===== config.mk =====
export PLATFORM = sky130hd
export DESIGN_NAME = router_pkt_reg
export DESIGN_NICKNAME = d
export VERILOG_FILES = /design/src/rtl/router_pkt_reg.sv
export SDC_FILE = /design/constraint.sdc
export NUM_CORES = 1
export LEC_CHECK = 0
export CAP_MARGIN = 20
export CELL_PAD_IN_SITES_DETAIL_PLACEMENT = 0
export CELL_PAD_IN_SITES_GLOBAL_PLACEMENT = 1
export CORE_MARGIN = 10
export CORE_UTILIZATION = 30
export CTS_BUF_LIST = sky130_fd_sc_hd__clkbuf_2 sky130_fd_sc_hd__clkbuf_4 sky130_fd_sc_hd__clkbuf_8
export CTS_CLUSTER_DIAMETER = 30
export DETAILED_ROUTE_END_ITERATION = 12
export PLACE_DENSITY_LB_ADDON = 0.1
export SYNTH_ARGS = -nofsm -noshare
export SYNTH_HDL_FRONTEND = slang
export SYNTH_SLANG_ARGS = --single-unit

===== constraint.sdc =====
create_clock -name clock -period 1.8 [get_ports clock]
set_clock_uncertainty 0.1 [all_clocks]
set_input_delay 0.18 -clock clock [delete_from_list [all_inputs] [get_ports clock]]
set_output_delay 0.18 -clock clock [all_outputs]
set_load 0.01 [all_outputs]

===== src/rtl/router_pkt_reg.sv =====
// Router input-side packet register: frames header/payload/parity with its own
// FSM, forwards accepted bytes to the selected output FIFO through a single
// output register with backpressure, and flags address, length and checksum errors.
module router_pkt_reg #(
  parameter int DW        = 8,
  parameter int ADDR_W    = 2,
  parameter int NUM_PORTS = 3,
  parameter int CHK_MODE  = 0
) (
  input  logic              clock,
  input  logic              reset,
  input  logic              soft_reset,
  input  logic              pkt_valid,
  input  logic [DW-1:0]     data_in,
  output logic              in_ready,
  input  logic              fifo_full,
  output logic [DW-1:0]     dout,
  output logic              dout_valid,
  output logic [ADDR_W-1:0] dest,
  output logic              dest_valid,
  output logic              parity_done,
  output logic              err_parity,
  output logic              err_len,
  output logic              err_addr
);

  localparam int LEN_W = DW - ADDR_W;
  localparam logic [ADDR_W:0] PORT_LIMIT = (ADDR_W + 1)'(NUM_PORTS);

  typedef enum logic [1:0] {
    IDLE,
    PAYLOAD,
    DROP
  } state_t;

  state_t           state;
  state_t           state_next;
  logic [LEN_W-1:0] len;
  logic [LEN_W-1:0] count;
  logic [DW-1:0]    checksum;
  logic [DW-1:0]    checksum_next;
  logic             wait_low;
  logic             accept;
  logic             is_parity;
  logic             hdr_ok;
  logic             write_done;

  // Handshake, byte classification and next-state decode; a dropped packet
  // never writes, so DROP may keep consuming even while the FIFO is full.
  always_comb begin
    in_ready      = !(dout_valid && fifo_full);
    accept        = 1'b0;
    is_parity     = !pkt_valid || (count == len);
    hdr_ok        = ({1'b0, data_in[ADDR_W-1:0]} < PORT_LIMIT);
    write_done    = dout_valid && !fifo_full;
    checksum_next = (CHK_MODE == 0) ? (checksum ^ data_in) : (checksum + data_in);
    state_next    = state;
    case (state)
      IDLE: begin
        accept = pkt_valid && in_ready && !wait_low;
        if (accept) begin
          state_next = hdr_ok ? PAYLOAD : DROP;
        end
      end
      PAYLOAD: begin
        accept = in_ready;
        if (accept && is_parity) begin
          state_next = IDLE;
        end
      end
      DROP: begin
        in_ready = 1'b1;
        accept   = 1'b1;
        if (is_parity) begin
          state_next = IDLE;
        end
      end
      default: begin
        state_next = IDLE;
      end
    endcase
  end

  // Framing state register; both reset and packet abort return to IDLE.
  always_ff @(posedge clock) begin
    if (reset || soft_reset) begin
      state <= IDLE;
    end else begin
      state <= state_next;
    end
  end

  // Output register, header fields, length/checksum tracking and sticky errors;
  // an abort additionally arms wait_low so the rest of the aborted packet is skipped.
  always_ff @(posedge clock) begin
    if (reset || soft_reset) begin
      dout        <= '0;
      dout_valid  <= 1'b0;
      dest        <= '0;
      dest_valid  <= 1'b0;
      parity_done <= 1'b0;
      err_parity  <= 1'b0;
      err_len     <= 1'b0;
      err_addr    <= 1'b0;
      checksum    <= '0;
      count       <= '0;
      len         <= '0;
      wait_low    <= !reset;
    end else begin
      parity_done <= 1'b0;
      if (write_done) begin
        dout_valid <= 1'b0;
      end
      if (state == IDLE && !pkt_valid) begin
        wait_low <= 1'b0;
      end
      if (accept) begin
        case (state)
          IDLE: begin
            dest       <= data_in[ADDR_W-1:0];
            len        <= data_in[DW-1:ADDR_W];
            count      <= '0;
            checksum   <= data_in;
            err_parity <= 1'b0;
            err_len    <= 1'b0;
            err_addr   <= !hdr_ok;
            dest_valid <= 1'b1;
            if (hdr_ok) begin
              dout       <= data_in;
              dout_valid <= 1'b1;
            end
          end
          PAYLOAD: begin
            dout       <= data_in;
            dout_valid <= 1'b1;
            if (is_parity) begin
              err_parity  <= (data_in != checksum);
              err_len     <= (count != len) || pkt_valid;
              parity_done <= 1'b1;
              dest_valid  <= 1'b0;
            end else begin
              count    <= count + LEN_W'(1);
              checksum <= checksum_next;
            end
          end
          DROP: begin
            if (is_parity) begin
              parity_done <= 1'b1;
              dest_valid  <= 1'b0;
            end else begin
              count <= count + LEN_W'(1);
            end
          end
          default: begin
          end
        endcase
      end
    end
  end

endmodule


==> summary.txt <==
Hold path
  – Worst hold path class: reg2reg
  – Min-delay src: err_addr$_SDFFE_PP0P_

Synth
  – Syn Inst Count: 251
  – Sequential-to-total area share from yosys stat: 39.0%
  – Async SR Flop Fraction: 0%
  – Top cell type's share of synthesized area: 37.5%
  – Mapped Area: 2030 µm²
  – Ys Warns: 0
  – Number of library cell types mapped by synthesis: 40
  – Area leader, netlist: dfxtp_1
  – Post-synth net total: 269
  – Post-synth EDFFs: 1
  – Dominant synthesized flop cell: dfxtp_1
  – Synth top cells by count: 38 x dfxtp_1, 36 x nand2_1, 34 x a21oi_1, 22 x nand3_1, 18 x inv_1
  – Syn avg cell area: 8.08 µm²
  – Synth Register Bits: 39
  – Count leader, synth: dfxtp_1
  – Top post-synthesis cells by area: dfxtp_1 38%, a21oi_1 8.4%, nand2_1 6.7%, xnor2_1 6.0%, nand3_1 5.4%

Clock tree
  – CTS Buf Count: 5
  – Clock root cell: clkbuf_8
  – Worst-skew pair later-pin latency: 290 ps
  – Depth of the CTS H-tree: 2
  – CTS sink count: 39
  – CTS Buffer Depth: 2
  – CTS clk-pin slew, worst paths: 80 ps
  – Clock tree from TritonCTS: done
  – Hold buffer count at CTS: 0

STA
  – Worst Hold Slack: 361 ps
  – Final Max Slew Viols: 0
  – Endpoints failing hold: 0
  – Actual slew at the worst max-slew pin: 312 ps
  – Share of the clock period used by the worst path: 107%
  – RSZ-0062 raised after global routing: true
  – Max Fclk: 517 MHz
  – Post-route setup slack: -135 ps
  – Post-layout min period: 1930 ps
  – # setup viols final: 34
  – Relative slew slack: 79.1%

Floorplanning
  – Row count: 29
  – Ports: 30
  – Die H: 102 µm
  – Core ar.: 6460 µm²
  – Total die area: 10400 µm²
  – Die X: 102 µm
  – Starting density of the core: 31.4%

Critical path
  – Data arrival, critical path: 2060 ps
  – Crit end category: flip-flop
  – Reg2Reg Launch Point: state[0]$_SDFFE_PP0P_
  – WS Path Type: reg2reg
  – Crit path max fanout: 4
  – Critical Path Source: state[0]$_SDFFE_PP0P_
  – CP Launch Type: flip-flop
  – Critical Path RT: 1920 ps

Job
  – Max cap viols: 0

Placed design
  – Routability-driven placement congestion ratio: 0.785
  – Post-Place Cells: 381
  – IO Port Bufs: 29
  – DP HPWL: 4560 µm

Pwr
  – Pleak: 0.00114 µW
  – Flop pwr share: 34.4%
  – VDD IR max: 329 µV
  – Sw frac: 30.1%
  – Switching power: 817 µW
  – Pwr dens: 820 nW/µm²
  – Combinational power share: 32.3%
  – Total power: 2710 µW
  – Internal Power: 1900 µW
  – Clock power frac: 33.3%

Global routing
  – Total gr overflow: 0
  – First-pass GRT wire length: 10400 µm
  – Largest net degree at the start of global routing: 20
  – Vias in the first global route: 2060
  – Initial antenna violation count: 0
  – Gr usage total: 12.7%

Finish
  – Non-filler cells, final: 403
  – Layout net count: 343
  – Ant. Diodes: 0
  – Share of cells above drive strength 1: 38.0%
  – Synthesis-to-layout area growth: 63.2%
  – Util after Layout: 51.2%

Route
  – Routed WL per cell: 16.4 µm
  – Post-route ant nets: 0
  – Pre-antenna DRT Iters: 4
  – Routed WL: 6600 µm
  – # DRC: 0
  – Initial DRC count: 105
  – Via count: 2045
  – Vias per std cell: 5.07

Run status
  – Failing checks: negative setup slack
  – Outcome: complete, but fails checks
==> placed cells by master, fill, tap and decap left out, drive strengths merged, types with 3 or more instances in the layout <==
cell and instances:
a211oi 9, a21oi 34, a31oi 4, and3 3, buf 48, clkbuf 7
clkdlybuf4s50 28, dfxtp 38, ha 5, inv 17, mux2i 4, nand2 37
nand3 22, nand4 6, nor2 5, o21ai 15, xnor2 14
==> critical path, stage by stage (launching register included) <==
cell	delay [ps]
dfxtp_4	360
inv_4	70
buf_12	90
ha_4	130
nand3b_1	120
a211oi_4	320
buf_6	170
o2111a_2	260
a41oi_2	100
a31oi_1	150
==> state kept, by name, indices dropped and copies added, names as in the netlist <==
register	flops
checksum	8
dout	8
count	6
len	6
dest	2
state	2
dest_valid	1
dout_valid	1
err_addr	1
err_len	1
err_parity	1
parity_done	1
wait_low	1
==> power by group through the flow <==
stage / sequential [µW] / clock, µW / combinational [µW]
finish: 933 / 904 / 877
global route: 939 / 954 / 941
CTS: 934 / 925 / 780
detailed placement: 953 / 0 / 602
global placement: 954 / 0 / 602
floorplan: 956 / 0 / 334
==> per-stage QoR <==
step / cell area (µm²) / worst slack [ps] / TNS (ps)
after floorplan: 2080 / -60.0 / -480
after global placement: 2680 / -273 / -5120
after detailed placement: 2680 / -253 / -5590
after CTS: 3130 / -138 / -2260
after global routing: 3310 / -216 / -5190
final: 3310 / -135 / -2070
==> path summary, 6_finish.rpt <==
check / cells past startpoint / slack (ps) / to
setup / recovery: 9 / -130 / count[5]$_SDFFE_PP0P_
hold reg to reg: 2 / 360 / err_addr$_SDFFE_PP0P_
setup reg to reg: 9 / -130 / count[5]$_SDFFE_PP0P_
hold / removal: 2 / 360 / err_addr$_SDFFE_PP0P_
==> logic make-up after synthesis <==
family	Yosys count	synth area share, %
muxes	4	1.98
xor gates and xnor gates	14	6.05
buffers and inverters	30	5.99
DFF	39	39.0
adders and majority gates	5	3.09
and+or+nand+nor	86	20.7
AOI/OAI and AO/OA	73	23.2
==> layout make-up <==
| cell class | count | area, µm² |
|---|---|---|
| clock buffer | 6 | 76.3 |
| clock inverter | 2 | 60.1 |
| fill | 639 | 3150 |
| inverter | 18 | 78.8 |
| multi-input combinational | 183 | 1450 |
| sequential | 39 | 800 |
| tap | 77 | 96.3 |
| timing repair buffer | 78 | 747 |
==> per-layer routing <==
metal  share of wire, %  track usage [%]
met5                  0                0
met4                1.4             4.45
met3                5.0             3.91
met2                 48             20.8
met1                 46             15.3
==> what timing repair did <==
item,4_1_cts,5_1_grt
resized for setup,53,30
endpoints found under the hold margin,0,0
setup endpoints to repair,34,37
buffers inserted,7,6
pin swaps,33,19
cloned,1,1
(Power assumes the default switching activity.)
